**src/rtl/hist_pkg.sv**
```systemverilog
// Shared definitions for the histogram sequencer: fixed bin geometry and
// the sequencer state encoding.
package hist_pkg;

  localparam int unsigned HIST_NUM_BINS  = 8;
  localparam int unsigned HIST_BIN_W     = 14;
  localparam int unsigned HIST_BIN_IDX_W = 3;

  typedef enum logic [2:0] {
    ST_IDLE   = 3'd0,
    ST_CLEAR  = 3'd1,
    ST_FETCH  = 3'd2,
    ST_DRAIN  = 3'd3,
    ST_RDADDR = 3'd4,
    ST_RDWAIT = 3'd5,
    ST_OUT    = 3'd6,
    ST_FIN    = 3'd7
  } hist_state_e;

  // Frame in progress: CLEAR through OUT.
  function automatic logic hist_is_busy(input hist_state_e s);
    return (s != ST_IDLE) && (s != ST_FIN);
  endfunction

endpackage

```
**src/rtl/hist_pix_fetch.sv**
```systemverilog
// Pixel fetch engine for hist_ctrl.
// Generates the image-memory read strobe and address, and delays the strobe
// by one cycle so the histogram count enable lines up with returned pixel data.
// Ports:
//   clk, rst  clock / synchronous active-high reset
//   clr       zero the address counter
//   run       fetch one pixel this cycle
//   pix_rd    image memory read strobe
//   pix_addr  image memory address
//   hist_en   histogram count enable (pix_rd delayed one cycle)
//   last      current address is the final pixel of the frame
module hist_pix_fetch
  import hist_pkg::*;
#(
  parameter int unsigned NUM_PIX = 16383,
  parameter int unsigned PIX_AW  = 14
) (
  input  logic              clk,
  input  logic              rst,
  input  logic              clr,
  input  logic              run,
  output logic              pix_rd,
  output logic [PIX_AW-1:0] pix_addr,
  output logic              hist_en,
  output logic              last
);

  localparam logic [PIX_AW-1:0] LAST_ADDR = PIX_AW'(NUM_PIX - 1);

  logic [PIX_AW-1:0] addr_q, addr_d;
  logic              hist_en_q, hist_en_d;

  assign last     = (addr_q == LAST_ADDR);
  assign pix_rd   = run;
  assign pix_addr = addr_q;
  assign hist_en  = hist_en_q;

  // Counter parks on the last address rather than wrapping, which also keeps
  // NUM_PIX == 2**PIX_AW safe.
  always_comb begin
    addr_d    = addr_q;
    hist_en_d = run;
    if (clr) begin
      addr_d = '0;
    end else if (run && !last) begin
      addr_d = addr_q + PIX_AW'(1);
    end
  end

  always_ff @(posedge clk) begin
    if (rst) begin
      addr_q    <= '0;
      hist_en_q <= 1'b0;
    end else begin
      addr_q    <= addr_d;
      hist_en_q <= hist_en_d;
    end
  end

endmodule

```
**src/rtl/hist_ctrl.sv**
```systemverilog
// Histogram sequencer: on start, clears the 8-bin histogram, streams NUM_PIX
// pixels from image memory into it, then reads back every bin and presents
// it on a valid/ready stream.
// Ports:
//   clk, rst               clock / synchronous active-high reset
//   start                  1-cycle frame request (honoured only when idle)
//   busy, done             frame in progress / 1-cycle completion pulse
//   pix_rd, pix_addr       image memory read port
//   pix_data               pixel, valid one cycle after pix_rd
//   hist_clr, hist_en      histogram clear pulse / count enable
//   hist_din               pixel passed to histogram
//   hist_addr, hist_q      bin readback port (hist_q one cycle after addr)
//   bin_valid, bin_ready   output stream handshake
//   bin_idx, bin_data      presented bin index / count
// Optional build macro HIST_CTRL_SUMCHK_EN adds output sum_err: set at the end
// of a frame when the emitted bin counts do not total NUM_PIX.
module hist_ctrl
  import hist_pkg::*;
#(
  parameter int unsigned NUM_PIX  = 16383,
  parameter int unsigned PIX_AW   = 14,
  parameter int unsigned BIN_W    = HIST_BIN_W,
  parameter int unsigned NUM_BINS = HIST_NUM_BINS
) (
  input  logic                      clk,
  input  logic                      rst,
  input  logic                      start,
  output logic                      busy,
  output logic                      done,
  output logic                      pix_rd,
  output logic [PIX_AW-1:0]         pix_addr,
  input  logic [7:0]                pix_data,
  output logic                      hist_clr,
  output logic                      hist_en,
  output logic [7:0]                hist_din,
  output logic [HIST_BIN_IDX_W-1:0] hist_addr,
  input  logic [BIN_W-1:0]          hist_q,
  output logic                      bin_valid,
  input  logic                      bin_ready,
  output logic [HIST_BIN_IDX_W-1:0] bin_idx,
  output logic [BIN_W-1:0]          bin_data
`ifdef HIST_CTRL_SUMCHK_EN
  ,
  output logic                      sum_err
`endif
);

  localparam logic [HIST_BIN_IDX_W-1:0] LAST_BIN = HIST_BIN_IDX_W'(NUM_BINS - 1);

  hist_state_e               state_q, state_d;
  logic [HIST_BIN_IDX_W-1:0] k_q, k_d;
  logic [BIN_W-1:0]          bin_data_q, bin_data_d;
  logic                      fetch_run;
  logic                      fetch_last;
  logic                      start_acc;
  logic                      handshake;

  assign start_acc = (state_q == ST_IDLE) && start;
  assign handshake = (state_q == ST_OUT) && bin_ready;

  hist_pix_fetch #(
    .NUM_PIX (NUM_PIX),
    .PIX_AW  (PIX_AW)
  ) u_fetch (
    .clk      (clk),
    .rst      (rst),
    .clr      (hist_clr),
    .run      (fetch_run),
    .pix_rd   (pix_rd),
    .pix_addr (pix_addr),
    .hist_en  (hist_en),
    .last     (fetch_last)
  );

  // State register
  always_ff @(posedge clk) begin
    if (rst) begin
      state_q <= ST_IDLE;
    end else begin
      state_q <= state_d;
    end
  end

  // Next-state logic
  always_comb begin
    state_d = state_q;
    unique case (state_q)
      ST_IDLE:   if (start) state_d = ST_CLEAR;
      ST_CLEAR:  state_d = ST_FETCH;
      ST_FETCH:  if (fetch_last) state_d = ST_DRAIN;
      ST_DRAIN:  state_d = ST_RDADDR;
      ST_RDADDR: state_d = ST_RDWAIT;
      ST_RDWAIT: state_d = ST_OUT;
      ST_OUT:    if (bin_ready) state_d = (k_q == LAST_BIN) ? ST_FIN : ST_RDADDR;
      ST_FIN:    state_d = ST_IDLE;
      default:   state_d = ST_IDLE;
    endcase
  end

  // Outputs decoded from state
  always_comb begin
    busy      = hist_is_busy(state_q);
    done      = (state_q == ST_FIN);
    hist_clr  = (state_q == ST_CLEAR);
    fetch_run = (state_q == ST_FETCH);
    bin_valid = (state_q == ST_OUT);
  end

  assign hist_din  = pix_data;
  assign hist_addr = k_q;
  assign bin_idx   = k_q;
  assign bin_data  = bin_data_q;

  // Readout datapath: hist_q reflects hist_addr during RDWAIT, so capture at
  // the end of RDWAIT and hold through OUT until accepted.
  always_comb begin
    k_d        = k_q;
    bin_data_d = bin_data_q;
    if (hist_clr || done) begin
      k_d = '0;
    end else if (handshake && (k_q != LAST_BIN)) begin
      k_d = k_q + HIST_BIN_IDX_W'(1);
    end
    if (state_q == ST_RDWAIT) begin
      bin_data_d = hist_q;
    end
  end

  always_ff @(posedge clk) begin
    if (rst) begin
      k_q        <= '0;
      bin_data_q <= '0;
    end else begin
      k_q        <= k_d;
      bin_data_q <= bin_data_d;
    end
  end

`ifdef HIST_CTRL_SUMCHK_EN
  logic [BIN_W+2:0] sum_q, sum_d;
  logic             sum_err_q, sum_err_d;

  always_comb begin
    sum_d     = sum_q;
    sum_err_d = sum_err_q;
    if (start_acc) begin
      sum_d     = '0;
      sum_err_d = 1'b0;
    end else if (handshake) begin
      sum_d = sum_q + (BIN_W+3)'(bin_data_q);
    end
    if (done) begin
      sum_err_d = (sum_q != (BIN_W+3)'(NUM_PIX));
    end
  end

  always_ff @(posedge clk) begin
    if (rst) begin
      sum_q     <= '0;
      sum_err_q <= 1'b0;
    end else begin
      sum_q     <= sum_d;
      sum_err_q <= sum_err_d;
    end
  end

  assign sum_err = sum_err_q;
`else
  logic unused_start_acc;
  assign unused_start_acc = start_acc;
`endif

endmodule

```
**config.mk**
```make
export PLATFORM = sky130hd
export DESIGN_NAME = hist_ctrl
export DESIGN_NICKNAME = d
export VERILOG_FILES = /design/src/rtl/hist_pkg.sv /design/src/rtl/hist_pix_fetch.sv /design/src/rtl/hist_ctrl.sv
export SDC_FILE = /design/constraint.sdc
export NUM_CORES = 1
export LEC_CHECK = 0
export ABC_AREA = 1
export CORE_ASPECT_RATIO = 1.4
export CORE_MARGIN = 2
export CORE_UTILIZATION = 39
export DETAILED_ROUTE_END_ITERATION = 8
export PLACE_DENSITY = 0.85
export SYNTH_ARGS = -nofsm -noshare
export SYNTH_HDL_FRONTEND = slang
export SYNTH_SLANG_ARGS = --single-unit
```
**constraint.sdc**
```tcl
create_clock -name clk -period 1.3 [get_ports clk]
set_input_delay 0.195 -clock clk [delete_from_list [all_inputs] [get_ports clk]]
set_output_delay 0.195 -clock clk [all_outputs]
set_load 0.01 [all_outputs]
```
==> results.yml, run 1 <==
critical_path:
  cp.arrival_ns: 1.51
  r2r-start: "u_fetch.pix_addr[4]"
  reg2regPathDepth: 9
  crit_path_start_kind: "flip-flop"
  required_ns: 1.47
  r2r_slack_ns: -0.04
  r2r-end: "u_fetch.pix_addr[9]"
  cp-end-kind: "flip-flop"
  critPathKind: "flip-flop to flip-flop"
  worstPathMaxFanout: 7
final_layout:
  drive_above_1_share: 0.394
  final_common_cell: "nand2_1"
  instances_no_fill: 410
  fill_cells: 385
  final_cell_mix: "52 x nand2_1, 40 x buf_4, 34 x dlygate4sd2_1"
  final_nets: 377
  area_growth_pct: 63.0
  utilization: 0.659
  diodes: 0
clock_tree:
  clk_pin_slew_worst_paths_ns: 0.08
  cts_num_sinks: 35
  h-tree-depth: 2
  cts_buffers: 5
  cts_max_path_buffers: 2
  root_buffer: "clkbuf_8"
  clock_latency_ns: 0.28
  tritoncts: "yes"
timing:
  fin_crit_sh: 1.03
  relSlewSlack: 0.862
  fin_ws_ns: -0.0418
  drv_slew: 0
  worst_pin_slew_ns: 0.207
  rsz0062_at_grt: "true"
  max_freq_mhz: 745
  clock_skew_ns: 0.0102
  fin_hold_ws_ns: 0.390
  final-hold-violation-count: 0
  setup_violations: 15
  tns_ns: -0.334
  min_period_ns: 1.34
global_routing:
  grt_pass1_wl_um: 8570
  grt_overflow: 0
  grt_pass1_vias: 2004
  grt.total_usage: 0.208
  grt_max_degree: 18
  antenna_found_initial: 0
drt:
  wire_per_inst_um: 13.2
  drt_wl_total_um: 5400
  ant_nets: 0
  drtIter0Drc: 113
  vias: 1995
  post_drt_via_cell_ratio: 4.87
  drc_errors: 0
  firstDrtPassIters: 5
outcome:
  status: "finished, violations left"
  violations: "negative setup slack"
min_path:
  worstHoldPathCells: 0
  holdCritPathClass: "input port to primary output"
  hold_path_end: "hist_din[1]"
  min_from: "pix_data[1]"
floorplanning:
  dieArea_um2: 5270
  die_w_um: 61.9
  core_area_um2: 4540
  die_h_um: 85.1
  pin_count: 74
  core.rowCount: 29
  initial_core_util: 0.404
placed_design:
  dp_cells: 393
  portBuffers: 57
  dp_hpwl_um: 3420
  gp_congestion: 0.915
yosys:
  synth_cells: 259
  netlist.area_leader.share: 0.382
  synth_area_um2: 1830
  yosys_register_bits: 35
  ys_types: 24
  synth_top_cell_by_area: "dfxtp_1"
  synth_fp_nets: 289
  synthArstFlopShare: 0
  synthFlopType: "dfxtp_1"
  synth_warnings: 0
  synthTopCellsByArea: "dfxtp_1 38%, nand2_1 15%, nor2_1 6.1%"
  synth_edf_count: 0
  seq_area_frac_synth: 0.382
  syn_area_per_cell_um2: 7.08
pwr:
  power.leakage_nw: 1.37
  powerDensity_nw_per_um2: 1170
  total_power_mw: 3.48
  vdd_drop_max_v: 0.000752
job:
  max-cap-violations: 0
[cells by family after synthesis]
logic type      synth area share
compound gates             0.119
xor+xnor                  0.0334
fa+ha+maj                 0.0273
buf+inv                    0.117
flops                      0.382
simple gates               0.320
[worst max path at each step]
stage                                   start             endpoint  slack, ns  cells after the start
after floorplan           u_fetch.pix_addr[0]  u_fetch.pix_addr[3]      -0.02                     10
after global placement             state_q[1]                 done       -0.1                      3
after detailed placement           state_q[1]                 done      -0.13                      3
after CTS                 u_fetch.pix_addr[0]  u_fetch.pix_addr[1]      -0.05                      9
after global routing      u_fetch.pix_addr[4]  u_fetch.pix_addr[9]      -0.10                      9
final                     u_fetch.pix_addr[4]  u_fetch.pix_addr[9]      -0.04                      9
[routing by layer]
layer / up-vias / wire length, µm / global-route usage
met1: 927 / 1960 / 0.222
met4: 0 / 61 / 0.0542
met5: - / 0 / 0
met2: 65 / 3090 / 0.384
met3: 8 / 295 / 0.0503
li1: 995 / - / -
[state kept, by name (all words and copies together), names as in the netlist]
register / flops
bin_idx: 3
state_q: 3
bin_data: 14
u_fetch.hist_en: 1
u_fetch.pix_addr: 14
[critical path, stage by stage (launching register included)]
cell and delay [ns]:
dfxtp_4 0.40, nand2_2 0.08, nor2_2 0.14, nand2_1 0.09, inv_2 0.08, nand2_4 0.09, nand2_8 0.15, inv_12 0.07
nand2_2 0.07, a21oi_2 0.04
[report_power, final]
| group | switching (mW) | internal (mW) | total [mW] |
|---|---|---|---|
| Sequential | 0.111 | 1.18 | 1.29 |
| Clock | 0.386 | 0.376 | 0.762 |
| Combinational | 0.827 | 0.606 | 1.43 |
[cells in the mapped netlist, types with 3 or more instances]
library cell  instances
o21ai_0               7
nand3_1              21
nor2_1               30
ha_1                  4
nand2_1              75
clkbuf_1              3
buf_4                13
a21oi_2               9
a21oi_1              21
xor2_1                3
inv_2                 4
xnor2_1               4
inv_1                16
dfxtp_1              35
[metrics by stage]
stage / setup slack, ns / instance area, µm²
finish: -0.0418 / 2990
global placement: -0.0987 / 2630
global route: -0.100 / 2990
detailed placement: -0.127 / 2630
CTS: -0.0524 / 2860
floorplan: -0.0199 / 1850
[area by class of cell]
type	instances	area [µm²]	area share
clock inverters	1	5.00	0.00168
multi-input cells	186	1170	0.392
repair inverters	1	11.3	0.00377
flip-flops and latches	35	731	0.245
well taps	62	77.6	0.0260
repair buffers	98	821	0.275
inverters	20	95.1	0.0318
clock buffers	7	76.3	0.0255
[timing repair]
item | CTS | global route
setup buffers | 2 | 4
hold buffers | 0 | 0
cloned | 3 | 0
endpoints found under the hold margin | 0 | 0
resized for setup | 108 | 34
endpoints found under the setup margin | 58 | 33
pin swaps | 9 | 7
(Power assumes the default switching activity.)
==> run 2, diff against run 1 <==
--- a/config.mk
+++ b/config.mk
@@ -7,7 +7,6 @@
 export LEC_CHECK = 0
 export ABC_AREA = 1
 export CORE_ASPECT_RATIO = 1.4
-export CORE_MARGIN = 2
 export CORE_UTILIZATION = 39
 export DETAILED_ROUTE_END_ITERATION = 8
 export PLACE_DENSITY = 0.85
==> run 2 against run 1 <==
Against the previous run: the run still ends with negative setup slack left; power grew 5.7%; utilization up 2.8 points; cell area increased by 4.3%; clock power up 19%; setup slack got worse by 0.019 ns; maximum frequency fell by 1.4%; clock-buffer cell count unchanged; wire length up 15%; sequential cell count did not move; largest cell class unchanged; largest power group unchanged.
==> results.yml, run 2 (synthesis results as in run 1) <==
outcome:
  status: "finished, violations left"
  violations: "negative setup slack"
clock_tree:
  cts_num_sinks: 35
  cts_max_path_buffers: 2
  tritoncts: "yes"
  hold_buffers: 0
  clock_latency_ns: 0.29
  root_buffer: "clkbuf_8"
  cts_buffers: 5
  clk_pin_slew_worst_paths_ns: 0.08
  h-tree-depth: 2
critical_path:
  cp_top_family: "simple AND/OR/NAND/NOR gates"
  critPathBufInv: 1
  slowest_delay_ns: 0.38
  cp.arrival_ns: 1.59
  cp_slowest_cell: "dfxtp_4"
  required_ns: 1.53
  worstPathCellList: "nor2_1, buf_4, nand2_1, nor2_1, nor2_1, nand3_2, nand2_2, nor2_2"
  cp-end-kind: "flip-flop"
  worstPathMaxFanout: 6
  crit_path_frequent_cell: "nor2_1"
  crit_path_start_kind: "flip-flop"
  critPathKind: "flip-flop to flip-flop"
drt:
  firstDrtPassIters: 4
  wl_met2_um: 3360
  drc_errors: 0
  post_drt_via_cell_ratio: 5.07
  wl_met1_um: 2260
  routed.top_layer: "met4"
  vias: 2080
  ant_nets: 0
  drt_wl_total_um: 6200
  drtIter0Drc: 92
  wire_per_inst_um: 15.1
  met3_length_um: 377
placed_design:
  gp_congestion: 0.832
  dp_hpwl_um: 3490
  portBuffers: 57
pwr:
  net-switching-power_mw: 1.43
  power.leakage_nw: 1.49
  p_int_mw: 2.26
  vdd_drop_max_v: 0.00104
  p_comb_frac: 0.404
  clock_power_share: 0.247
  powerDensity_nw_per_um2: 1180
  pwr-share-seq: 0.349
  power_switching_share: 0.387
timing:
  rsz0062_at_grt: "true"
  fin_hold_ws_ns: 0.390
  fin_crit_sh: 1.05
  worst_pin_slew_ns: 0.260
  tns_ns: -0.497
  clock_skew_ns: 0.0107
  max_freq_mhz: 735
  relSlewSlack: 0.826
  fin_ws_ns: -0.0608
  final-hold-violation-count: 0
  min_period_ns: 1.36
  setup_violations: 17
  drv_slew: 0
floorplanning:
  pin_count: 74
  core_area_um2: 4540
  dieArea_um2: 4980
  die_h_um: 83.1
  die_w_um: 59.9
  initial_core_util: 0.404
  core.rowCount: 29
final_layout:
  fill_cells: 361
  area_growth_pct: 70.0
  final_common_cell: "nand2_1"
  drive_above_1_share: 0.434
  multi_input_area_um2: 1250
  diodes: 0
  final_nets: 377
  final_cell_mix: "45 x nand2_1, 36 x buf_4, 34 x dlygate4sd2_1"
  seqCellArea_um2: 738
global_routing:
  grt_pass1_vias: 2151
  grt_max_degree: 18
  grt.total_usage: 0.254
  grt_overflow: 0
  antenna_found_initial: 0
  grt_pass1_wl_um: 9760
job:
  max-cap-violations: 0
min_path:
  holdCritPathClass: "input port to primary output"
==> run 2: per-stage QoR <==
step           cell area (µm²)  utilization  power (mW)  setup slack [ns]  cells
2_1_floorplan             1850            -        1.89           -0.0199    259
3_3_place_gp              2640        0.582        2.33           -0.0833    393
3_5_place_dp              2640        0.582        2.37            -0.135    393
4_1_cts                   2950        0.651        3.52           -0.0905    408
5_1_grt                   3120        0.687        3.84            -0.158    410
6_report                  3120        0.687        3.68           -0.0608    410
==> run 2: worst paths after layout <==
path                             startpoint           to  slack [ns]  cells after the start
worst max-delay path             state_q[1]   state_q[1]       -0.06                      8
worst min-delay path            pix_data[1]  hist_din[1]        0.39                      0
worst max register to register   state_q[1]   state_q[1]       -0.06                      8
worst min register to register  bin_data[0]  bin_data[0]        0.46                      2
==> run 2: metal layers <==
metal	global-route usage	vias up
met5	0	-
met4	0.108	0
met3	0.0779	21
met2	0.437	91
met1	0.275	973
li1	-	995
==> run 2: cell type report <==
cell class / instances / share of cell area
Clock buffer: 7 / 0.0309
Sequential cell: 35 / 0.237
Tap cell: 62 / 0.0249
Clock inverter: 1 / 0.00241
Multi-Input combinational cell: 186 / 0.402
Timing Repair Buffer: 98 / 0.269
Inverter: 20 / 0.0305
Timing Repair inverter: 1 / 0.00361
==> run 2: what timing repair did <==
| item | CTS | global route |
|---|---|---|
| setup buffers | 4 | 2 |
| resized for setup | 117 | 50 |
| endpoints found under the setup margin | 58 | 31 |
| pin swaps | 13 | 13 |
| endpoints found under the hold margin | 0 | 0 |
| cloned | 3 | 0 |
==> run 2: power by group through the flow <==
stage	Clock [mW]	Combinational, mW	Sequential (mW)
2_1_floorplan	0	0.624	1.27
3_3_place_gp	0	1.09	1.25
3_5_place_dp	0	1.11	1.26
4_1_cts	0.914	1.34	1.27
5_1_grt	0.966	1.58	1.30
6_report	0.908	1.49	1.29
